--- src/rtl/modulo_transmissor_rolhas_pkg.sv ---
`default_nettype none
// ============================================================================
// Module      : modulo_transmissor_rolhas_pkg
// Description : Shared definitions for the cork transmitter: FSM state
//               encoding and the default largest accepted batch size.
// Revision    : 1.0 - initial release
// ============================================================================
package modulo_transmissor_rolhas_pkg;

   // Transmitter FSM states, 3-bit encoding
   typedef enum logic [2:0] {
      IDLE       = 3'd0,
      PULSO      = 3'd1,
      ESPERA_ACK = 3'd2,
      INTERVALO  = 3'd3,
      CONCLUI    = 3'd4
   } estado_t;

   // Largest batch the operator may request; anything above is rejected
   localparam int MAX_LOTE_PADRAO = 99;

endpackage : modulo_transmissor_rolhas_pkg
`default_nettype wire

--- src/rtl/modulo_transmissor_rolhas_temporizador.sv ---
`default_nettype none
// ============================================================================
// Module      : modulo_temporizador_rolhas
// Description : Loadable down-counter with zero flag. Load has priority over
//               decrement; the count saturates at zero.
// Revision    : 1.0 - initial release
// Ports       : clk      - clock
//               rst      - asynchronous reset, active-high (count cleared)
//               carga_i  - load valor_i into the counter
//               dec_i    - decrement by one (ignored when already zero)
//               valor_i  - load value
//               zero_o   - count is zero
// ============================================================================
module modulo_temporizador_rolhas #(
   parameter int LARGURA = 8
) (
   input  logic               clk,
   input  logic               rst,
   input  logic               carga_i,
   input  logic               dec_i,
   input  logic [LARGURA-1:0] valor_i,
   output logic               zero_o
);

   logic [LARGURA-1:0] cont_q;
   logic [LARGURA-1:0] cont_d;

   always_comb begin
      cont_d = cont_q;
      if (carga_i) begin
         cont_d = valor_i;
      end else if (dec_i && (cont_q != '0)) begin
         cont_d = cont_q - LARGURA'(1);
      end
   end

   always_ff @(posedge clk or posedge rst) begin
      if (rst) begin
         cont_q <= '0;
      end else begin
         cont_q <= cont_d;
      end
   end

   assign zero_o = (cont_q == '0);

endmodule : modulo_temporizador_rolhas
`default_nettype wire

--- src/rtl/modulo_transmissor_rolhas.sv ---
`default_nettype none
// ============================================================================
// Module      : modulo_transmissor_rolhas
// Description : Operator-side cork transmitter. Accepts a batch of N corks,
//               emits one cork strobe per cork, waits for a per-cork
//               acknowledge and reports remaining count, busy, done, error.
// Revision    : 1.0 - initial release
// Ports       : clk          - clock (clk_div domain)
//               rst          - asynchronous reset, active-high
//               start        - single-cycle batch request (IDLE only)
//               quantidade   - corks in the batch, sampled with start
//               ack          - receiver acknowledge of the current cork
//               abort        - operator cancel
//               pulso_rolha  - one-cycle cork strobe
//               restante     - corks not yet acknowledged
//               busy         - batch in progress
//               done         - one-cycle pulse at batch completion
//               erro         - sticky error (range, timeout or abort)
// ============================================================================
module modulo_transmissor_rolhas
   import modulo_transmissor_rolhas_pkg::*;
#(
   parameter int WIDTH       = 7,
   parameter int MAX_LOTE    = MAX_LOTE_PADRAO,
   parameter int GAP_CICLOS  = 2,
   parameter int TIMEOUT_ACK = 8
) (
   input  logic             clk,
   input  logic             rst,
   input  logic             start,
   input  logic [WIDTH-1:0] quantidade,
   input  logic             ack,
   input  logic             abort,
   output logic             pulso_rolha,
   output logic [WIDTH-1:0] restante,
   output logic             busy,
   output logic             done,
   output logic             erro
);

   localparam logic [WIDTH-1:0] c_max_lote      = WIDTH'(MAX_LOTE);
   // Timers are loaded with N-1 so that the zero flag rises on the Nth cycle
   localparam logic [3:0]       c_gap_carga     = 4'(GAP_CICLOS - 1);
   localparam logic [7:0]       c_timeout_carga = 8'(TIMEOUT_ACK - 1);

   estado_t          estado_q;
   estado_t          estado_d;
   logic [WIDTH-1:0] restante_q;
   logic [WIDTH-1:0] restante_d;
   logic             erro_q;
   logic             erro_d;

   logic             w_gap_zero;
   logic             w_tmo_zero;

   // Gap timer: held at its load value outside INTERVALO, counts inside it
   modulo_temporizador_rolhas #(
      .LARGURA (4)
   ) u_tmr_gap (
      .clk     (clk),
      .rst     (rst),
      .carga_i (estado_q != INTERVALO),
      .dec_i   (estado_q == INTERVALO),
      .valor_i (c_gap_carga),
      .zero_o  (w_gap_zero)
   );

   // Ack timeout: counts consecutive ack-low cycles while in ESPERA_ACK
   modulo_temporizador_rolhas #(
      .LARGURA (8)
   ) u_tmr_ack (
      .clk     (clk),
      .rst     (rst),
      .carga_i (estado_q != ESPERA_ACK),
      .dec_i   ((estado_q == ESPERA_ACK) && !ack),
      .valor_i (c_timeout_carga),
      .zero_o  (w_tmo_zero)
   );

   always_comb begin
      estado_d   = estado_q;
      restante_d = restante_q;
      erro_d     = erro_q;

      case (estado_q)
         IDLE: begin
            if (start) begin
               if (quantidade > c_max_lote) begin
                  erro_d = 1'b1;
               end else begin
                  restante_d = quantidade;
                  erro_d     = 1'b0;
                  estado_d   = (quantidade == '0) ? CONCLUI : PULSO;
               end
            end
         end
         PULSO: begin
            estado_d = ESPERA_ACK;
         end
         ESPERA_ACK: begin
            // Only ack seen here counts; ack during PULSO/INTERVALO is ignored
            if (ack) begin
               restante_d = restante_q - WIDTH'(1);
               estado_d   = (restante_q == WIDTH'(1)) ? CONCLUI : INTERVALO;
            end else if (w_tmo_zero) begin
               erro_d   = 1'b1;
               estado_d = IDLE;
            end
         end
         INTERVALO: begin
            if (w_gap_zero) begin
               estado_d = PULSO;
            end
         end
         CONCLUI: begin
            restante_d = '0;
            estado_d   = IDLE;
         end
         default: begin
            estado_d = IDLE;
         end
      endcase

      // Abort overrides everything above, including a same-cycle ack
      if (abort && (estado_q != IDLE)) begin
         estado_d   = IDLE;
         restante_d = restante_q;
         erro_d     = 1'b1;
      end
   end

   always_ff @(posedge clk or posedge rst) begin
      if (rst) begin
         estado_q   <= IDLE;
         restante_q <= '0;
         erro_q     <= 1'b0;
      end else begin
         estado_q   <= estado_d;
         restante_q <= restante_d;
         erro_q     <= erro_d;
      end
   end

   // Decoded from the state register so reset clears them immediately
   assign pulso_rolha = (estado_q == PULSO);
   assign busy        = (estado_q != IDLE);
   assign done        = (estado_q == CONCLUI);
   assign restante    = restante_q;
   assign erro        = erro_q;

endmodule : modulo_transmissor_rolhas
`default_nettype wire

--- config.mk ---
export PLATFORM = sky130hd
export DESIGN_NAME = modulo_transmissor_rolhas
export DESIGN_NICKNAME = d
export VERILOG_FILES = /design/src/rtl/modulo_transmissor_rolhas_pkg.sv /design/src/rtl/modulo_transmissor_rolhas_temporizador.sv /design/src/rtl/modulo_transmissor_rolhas.sv
export SDC_FILE = /design/constraint.sdc
export NUM_CORES = 1
export LEC_CHECK = 0
export BUFFER_PORTS_ARGS = -buffer_cell sky130_fd_sc_hd__buf_2
export CAP_MARGIN = 20
export CORE_MARGIN = 3
export CORE_UTILIZATION = 34
export CTS_BUF_LIST = sky130_fd_sc_hd__clkbuf_4 sky130_fd_sc_hd__clkbuf_8
export CTS_CLUSTER_DIAMETER = 80
export DETAILED_ROUTE_END_ITERATION = 8
export GPL_TIMING_DRIVEN = 0
export SYNTH_ARGS = -nofsm -noshare
export SYNTH_HDL_FRONTEND = slang
export SYNTH_HIERARCHICAL = 1
export SYNTH_SLANG_ARGS = --single-unit
--- constraint.sdc ---
create_clock -name clk -period 2.6 [get_ports clk]
set_input_delay 0.26 -clock clk [delete_from_list [all_inputs] [get_ports clk]]
set_output_delay 0.26 -clock clk [all_outputs]
set_load 0.005 [all_outputs]
== Word level (Yosys, flattened, before mapping) ==
Index checks and enable logic that the tools add are counted.
Word-level totals
  bits in registers: 23
  bits of input ports: 12
  output and inout port bits: 11
  word-level logic and storage cells: 68
Cells by class
  add/sub/neg operators: 3
  order comparisons: 1
  equal/unequal tests: 16
  multiplexer cells: 23
  bitwise operators: 1
  reduce and logical (&&, ||, !) cells: 19
Operators by type and width (count)
  $mux W3: 8
  $mux W7: 3
  $pmux W7 S3: 1
  $mux W8: 2
  $pmux W3 S4: 1
  $ne A3 B2 Y1 const B: 3
  $ne A3 B3 Y1 const B: 3
  $reduce_bool A3 Y1: 3
  $logic_not A8 Y1: 1
  $mux W4: 2
  $reduce_and A4 Y1: 2
  $reduce_bool A8 Y1: 1
  $sub A8 B1 Y8 const B: 1
  $eq A7 B1 Y1 const B: 1
  $gt A7 B7 Y1 const B: 1
  $logic_not A7 Y1: 1
  $sub A7 B1 Y7 const B: 1
  $eq A3 B2 Y1 const B: 2
  $ne A2 B2 Y1 const B: 3
  $mux W1: 5
  $reduce_and A5 Y1: 1
  $logic_and A1 B1 Y1: 4
  $logic_not A4 Y1: 1
  $ne A4 B2 Y1 const B: 1
  10 further kinds: 11

== Longest topological paths before layout ==
Gate-level depths: netlist of run 1.
  depth in word-level cells: 6
  mapped depth: 8
  gate-level depth less buffers: 8

== Cells and area by module ==
The synthesis of run 1 kept the hierarchy.
By module, submodules not included
  modulo_transmissor_rolhas: instances 1, cells each 97, area each 862.1 um2, seq. area each 275.3 um2
  modulo_temporizador_rolhas (u_tmr_ack): instances 1, cells each 53, area each 495.5 um2, seq. area each 200.2 um2
  modulo_temporizador_rolhas (u_tmr_gap): instances 1, cells each 28, area each 261.5 um2, seq. area each 100.1 um2

== Least setup slack after synthesis of run 1 ==
No wires, ideal clock.
  kind: register -> register
  start: reg estado_q[0]
  end: reg u_tmr_ack.cont_q[7]
  setup time: 83 ps
  arrival time: 1768 ps
  required time: 2517 ps
  slack: 750 ps
  cell stages (with the launch flop): 7
  path buffers: 1
  clock period less this slack: 1850 ps
  path through: dfrtp_1 > buf_4 > nor4b_1 > nor3b_1 > nand4_1 > xor2_1 > o21ai_0
Between the ends
  word-level cells in the longest chain between the ends: 4
  elaborated cells on any way between the ends: 6
  classes of those cells: 2 x eq/ne; 1 x mux; 3 x reduce/logical
RTL lines
  start, declared: line modulo_transmissor_rolhas.sv:46  | estado_t estado_q;
  start signal, assigned: line modulo_transmissor_rolhas.sv:138  | estado_q <= estado_d;
  $eq A3 B2 Y1: line modulo_transmissor_rolhas.sv:75  | .dec_i ((estado_q == ESPERA_ACK) && !ack),
  $logic_and A1 B1 Y1: line modulo_transmissor_rolhas.sv:75
  $logic_and A1 B1 Y1: line modulo_transmissor_rolhas_temporizador.sv:32  | end else if (dec_i && (cont_q != '0)) begin
  $reduce_bool A2 Y1 (no line)
  end signal, assigned: line modulo_transmissor_rolhas_temporizador.sv:41  | cont_q <= cont_d;
  end, declared: line modulo_transmissor_rolhas_temporizador.sv:25  | logic [LARGURA-1:0] cont_q;
Parallel ways exist; a longest one is shown, timed or not.
A chain may end at the register's enable or synchronous reset.

== Worst setup path in the final report of run 1 ==
Ends and elaborated chain as after synthesis.

==> results.json, run 1 <==
{
  "status": "finished, final reports clean",
  "drive_gt1_share_pct": 21.4,
  "worstSetupPathType": "flop to flop",
  "finalSetupViolations": 0,
  "synthTopCellsByArea": "dfrtp_1, a21oi_1, ha_1, o21ai_0, inv_1",
  "nFillCells": 466,
  "post_cts_resized": 0,
  "synth_top_area_share_pct": 35.5,
  "fin_setup_tns_ns": 0,
  "maxCapViolCount": 0,
  "vdd_ir_drop_max_v": 0.000393,
  "yosys.area.top_type": "dfrtp_1",
  "arrival_ns": 2.37,
  "ant_nets": 0,
  "dp_hpwl_mm": 2.71,
  "io_pins": 23,
  "finalCriticalPeriod_ns": 2.18,
  "syn_area_um2": 1620,
  "power_per_cell_area_nw_per_um2": 975,
  "start_util_pct": 36.2,
  "yosys_most_used_dff": "dfrtp_1",
  "ctsHoldBuffers": 1,
  "wl_per_cell_um": 13.2,
  "hold_path.class": "input port to flop",
  "endpoint_kind": "flop",
  "num_antenna_cells": 0,
  "critPathLaunchType": "flop",
  "ys_seq_elements": 23,
  "route.detailed.drc": 0,
  "fmax_mhz": 458,
  "cts_buffer_depth": 2,
  "mostFrequentLayoutCells": "dfrtp_1, buf_2, a21oi_1",
  "synth-edff-count": 0,
  "port_buffers": 22,
  "critPathRequiredTime_ns": 2.79,
  "grt_pass1_vias": 1286,
  "clk_latency_ns": 0.26,
  "drv_slew": 0,
  "path_cells": "buf_4, nor4b_1, nor3b_1, nand4_1, xor2_1, o21ai_0",
  "slowest_delay_ns": 0.69,
  "tightest_slew_ns": 0.769,
  "cts_setup_buffers": 0,
  "finalCritPeriodShare_pct": 83.9,
  "grt_max_degree": 17,
  "ys_types": 56,
  "final-hold-violation-count": 0,
  "grt_pass1_wl_mm": 6.04,
  "cts_max_level": 1,
  "avgSynthCellArea_um2": 9.10,
  "synthCells": 178,
  "drtPass1Iterations": 4,
  "placementRows": 24,
  "clock_sinks": 23,
  "gr-usage-all-layers_pct": 13.9,
  "critPathMaxFanout": 10,
  "cp_slowest_cell": "nor4b_1",
  "die_w_um": 75.0,
  "die_area_um2": 5630,
  "p_leak_uw": 0.000826,
  "grt-ovfl-total": 0,
  "grt_antenna_before_repair": 0,
  "slew_headroom_pct": 48.0,
  "cts-root-buf": "clkbuf_8",
  "yosys_warnings": 6,
  "ys_seq_area_share_pct": 35.5,
  "final_nets": 233,
  "cts_buffers": 3,
  "cts_tree": "done",
  "syn2layout_area_growth_pct": 16.8,
  "mostFrequentLayoutCell": "dfrtp_1",
  "hold_ws_ns": 0.282,
  "rsz0062_at_grt": "no",
  "async_flop_share_pct": 100,
  "clkSlewWorstSetupHoldPaths_ns": 0.09,
  "die_h_um": 75.0,
  "gp_congestion": 0.774,
  "wirelength_mm": 3.52,
  "core_area_um2": 4470,
  "viasPerCell": 5.25,
  "drtIter0Drc": 117,
  "skew_ns": 0.00134,
  "vias": 1401
}
critical path: cells and delay by family, from the launching register on:
| kind | cells | cell delay, ns |
|---|---|---|
| DFF | 1 | 0.36 |
| xor gates and xnor gates | 1 | 0.16 |
| AOI/OAI and AO/OA | 1 | 0.13 |
| buffers and inverters | 1 | 0.17 |
| and+or+nand+nor | 3 | 1.29 |
final timing paths:
check | slack, ns | depth (start not counted) | endpoint | start
max | 0.42 | 6 | u_tmr_ack/cont_q[7] | estado_q[0]
min | 0.28 | 3 | restante[0] | quantidade[0]
min in group asynchronous | 0.42 | 3 | u_tmr_gap/cont_q[1] | rst
max in group asynchronous | 1.73 | 3 | estado_q[2] | rst
min reg2reg | 0.53 | 1 | erro | erro
max reg2reg | 0.42 | 6 | u_tmr_ack/cont_q[7] | estado_q[0]
synthesized netlist by cell type (2+ instances only):
cell / instances
a221o_1: 2
nand2_1: 13
a22oi_1: 2
o31ai_1: 5
nor4b_1: 2
nor3_2: 2
o21ai_1: 7
nor2b_1: 2
xnor2_1: 2
ha_1: 5
nor4_1: 2
o21ai_0: 11
nor3b_1: 6
a32oi_1: 5
buf_6: 2
nand4_1: 2
a21oi_1: 14
xor2_1: 2
inv_1: 13
o31a_1: 2
conb_1: 2
clkbuf_1: 2
buf_4: 2
dfrtp_1: 23
nor2_1: 9
nand2b_1: 2
nand3b_1: 3
nor3_1: 5
nand3_1: 2
stage by stage:
step / power, uW / setup WS, ns / cell area (um^2) / utilization [%] / instances
after floorplan: 1350 / 0.750 / 1660 / - / 188
after global routing: 2030 / 0.176 / 1890 / 42.3 / 267
final: 1840 / 0.418 / 1890 / 42.3 / 267
after detailed placement: 1620 / 0.393 / 1830 / 40.9 / 262
after global placement: 1620 / 0.457 / 1830 / 40.9 / 262
after CTS: 1860 / 0.401 / 1890 / 42.3 / 267
layout make-up:
type | count | area [um^2] | share of cell area, %
clock buffers | 3 | 41.3 | 2.18
multi-input cells | 144 | 977 | 51.7
flip-flops and latches | 23 | 576 | 30.4
well taps | 52 | 65.1 | 3.44
repair buffers | 23 | 120 | 6.35
plain buffers | 6 | 45.0 | 2.38
clock inverters | 1 | 7.51 | 0.397
inverters | 15 | 58.8 | 3.11
registers in the layout, indices dropped and copies added (netlist names):
| signal | cells |
|---|---|
| u_tmr_ack/cont_q | 8 |
| restante | 7 |
| u_tmr_gap/cont_q | 4 |
| estado_q | 3 |
| erro | 1 |
routing by layer:
| metal | global-route usage (%) | part of all wire, % | vias up | routed length [um] |
|---|---|---|---|---|
| met5 | 0 | 0 | - | 0 |
| met4 | 2.96 | 0.43 | 0 | 15 |
| met3 | 3.20 | 4.6 | 2 | 161 |
| met2 | 21.7 | 46 | 29 | 1630 |
| met1 | 19.6 | 49 | 642 | 1710 |
| li1 | - | - | 728 | - |
power by group:
group	internal [uW]	leakage [uW]	switching, uW	total [uW]
clock network	108	0.0000217	120	229
registers	498	0.000278	138	635
logic	421	0.000526	558	979
total	1030	0.000826	816	1840
logic make-up after synthesis:
group	share of synthesized area, %
mux	0.695
other cells	0.464
xor+xnor	2.16
compound gates	24.7
fa+ha+maj	3.86
simple gates	26.2
buf+inv	6.41
flops	35.5
No activity file was read; power rests on OpenSTA's default activity.
==> inputs of run 2 (changes only) <==
- clock period: 2.6 -> 2.2 ns (I/O delays scaled with it)
==> results.json, run 2 (synthesis gave the netlist of run 1 again) <==
{
  "die_h_um": 75.0,
  "p_seq_share_pct": 34.3,
  "dpl_worst_slack_ns": -0.00726,
  "power_per_cell_area_nw_per_um2": 1150,
  "cp_num_cells": 8,
  "placementRows": 24,
  "skew_ns": 0.00120,
  "critPathMaxFanout": 4,
  "mostFrequentLayoutCell": "dfrtp_1",
  "die_area_um2": 5630,
  "cp_slowest_cell": "or4b_4",
  "arrival_ns": 2.15,
  "cp-startpoint": "u_tmr_ack/cont_q[0]",
  "slew_headroom_pct": 53.3,
  "rrSetupSlack_ns": 0.24,
  "drtIter0Drc": 110,
  "cts_tree": "done",
  "path_cells": "inv_1, ha_1, or4b_4, nor2_2, nor3_1, o21ai_1, nand3b_1, a21oi_1",
  "grt_antenna_before_repair": 0,
  "hold_ws_ns": 0.242,
  "finalSetupViolations": 0,
  "fin_ws_ns": 0.243,
  "cts_buffer_depth": 2,
  "vdd_ir_drop_max_v": 0.000469,
  "status": "finished, final reports clean",
  "wl_per_cell_um": 13.3,
  "critPathLaunchType": "flop",
  "power_switching_share_pct": 44.5,
  "grtUsageMet1_pct": 19.6,
  "clkSlewWorstSetupHoldPaths_ns": 0.08,
  "drv_slew": 0,
  "clkPwrFrac_pct": 12.3,
  "met3_usage_pct": 3.20,
  "clk_latency_ns": 0.26,
  "finalCritPeriodShare_pct": 89.0,
  "endpoint_kind": "flop",
  "reg2reg_to": "estado_q[0]",
  "ff2ff_path_depth": 8,
  "viasPerCell": 5.31,
  "path_buf_inv": 1,
  "gp_congestion": 0.774,
  "p_leak_uw": 0.000828,
  "rsz0062_at_grt": "no",
  "maxCapViolCount": 0,
  "final-hold-violation-count": 0,
  "hold_path.class": "input port to flop",
  "grt_pass1_vias": 1286,
  "die_w_um": 75.0,
  "tightest_slew_ns": 0.700,
  "cts_max_level": 1,
  "ant_nets": 0,
  "endpoint": "estado_q[0]",
  "p_int_uw": 1220,
  "cts_buffers": 3,
  "regMostFlops": "u_tmr_ack/cont_q",
  "path_delay_family": "simple AND/OR/NAND/NOR gates",
  "start_util_pct": 36.2,
  "rr_startpoint": "u_tmr_ack/cont_q[0]",
  "mostFrequentLayoutCells": "dfrtp_1, buf_2, a21oi_1",
  "busiest_layer": "met2",
  "core_area_um2": 4470,
  "final_nets": 233,
  "grt_max_degree": 17,
  "finalCriticalPeriod_ns": 1.96,
  "cts-root-buf": "clkbuf_8",
  "port_buffers": 22,
  "route.detailed.drc": 0,
  "dp_hpwl_mm": 2.71,
  "drive_gt1_share_pct": 22.3,
  "wirelength_mm": 3.55,
  "gr-usage-all-layers_pct": 13.9,
  "grt-ovfl-total": 0,
  "io_pins": 23,
  "vias": 1418,
  "clock_sinks": 23,
  "pwr-share-comb_pct": 53.4,
  "grt_pass1_wl_mm": 6.04,
  "slowest_delay_ns": 0.50,
  "fmax_mhz": 511,
  "largest_reg_flops": 8,
  "drtPass1Iterations": 4,
  "met2_usage_pct": 21.7,
  "p_sw_uw": 975,
  "critPathRequiredTime_ns": 2.40,
  "worstSetupPathType": "flop to flop",
  "syn2layout_area_growth_pct": 17.3,
  "num_antenna_cells": 0
}
## run 2: power by group through the flow
| stage | Combinational, uW | Sequential (uW) | Clock (uW) |
|---|---|---|---|
| final | 1170 | 752 | 270 |
| after global routing | 1320 | 787 | 303 |
| after CTS | 1160 | 754 | 285 |
| after detailed placement | 1160 | 760 | 0 |
| after global placement | 1150 | 760 | 0 |
| after floorplan | 860 | 735 | 0 |
## run 2: cell type report
type / count / area, um^2
clock inverter: 1 / 7.51
inverter: 15 / 58.8
fill: 462 / 2570
multi-input combinational: 144 / 986
buffer: 6 / 45.0
tap: 52 / 65.1
sequential: 23 / 576
clock buffer: 3 / 41.3
timing repair buffer: 23 / 120
## run 2: how the worst min path moves through the flow
stage,start,end,slack (ns),cells after the start
after floorplan,rst,u_tmr_gap/cont_q[0],-0.01,1
after CTS,quantidade[0],restante[0],0.23,3
after global routing,quantidade[0],restante[0],0.24,3
final,quantidade[0],restante[0],0.24,3
after detailed placement,rst,u_tmr_gap/cont_q[1],0.14,2
after global placement,rst,u_tmr_gap/cont_q[1],0.14,2
## run 2: repair_timing
action,4_1_cts,5_1_grt
buffers inserted,0,0
endpoints found under the setup margin,0,8
gates resized for setup,0,3
hold endpoints to repair,23,0
hold buffers,1,0
## run 2: worst min-delay path, cell delays in order
cell and delay (ns):
buf_2 0.11, nand2_1 0.06, o211ai_2 0.07
## run 2: stage by stage
stage	TNS (ns)	utilization, %	power, uW	instances	cell area, um^2
2_1_floorplan	0	-	1590	188	1660
3_3_place_gp	0	40.9	1910	262	1830
3_5_place_dp	-0.00726	40.9	1920	262	1830
4_1_cts	0	42.3	2200	267	1890
5_1_grt	0	42.4	2410	267	1900
6_report	0	42.4	2190	267	1900
## run 2: routing by layer
metal / vias to the layer above / wire length, um / part of all wire, %
li1: 725 / - / -
met1: 661 / 1770 / 50
met2: 28 / 1630 / 46
met3: 4 / 130 / 3.7
met4: 0 / 19 / 0.54
met5: - / 0 / 0
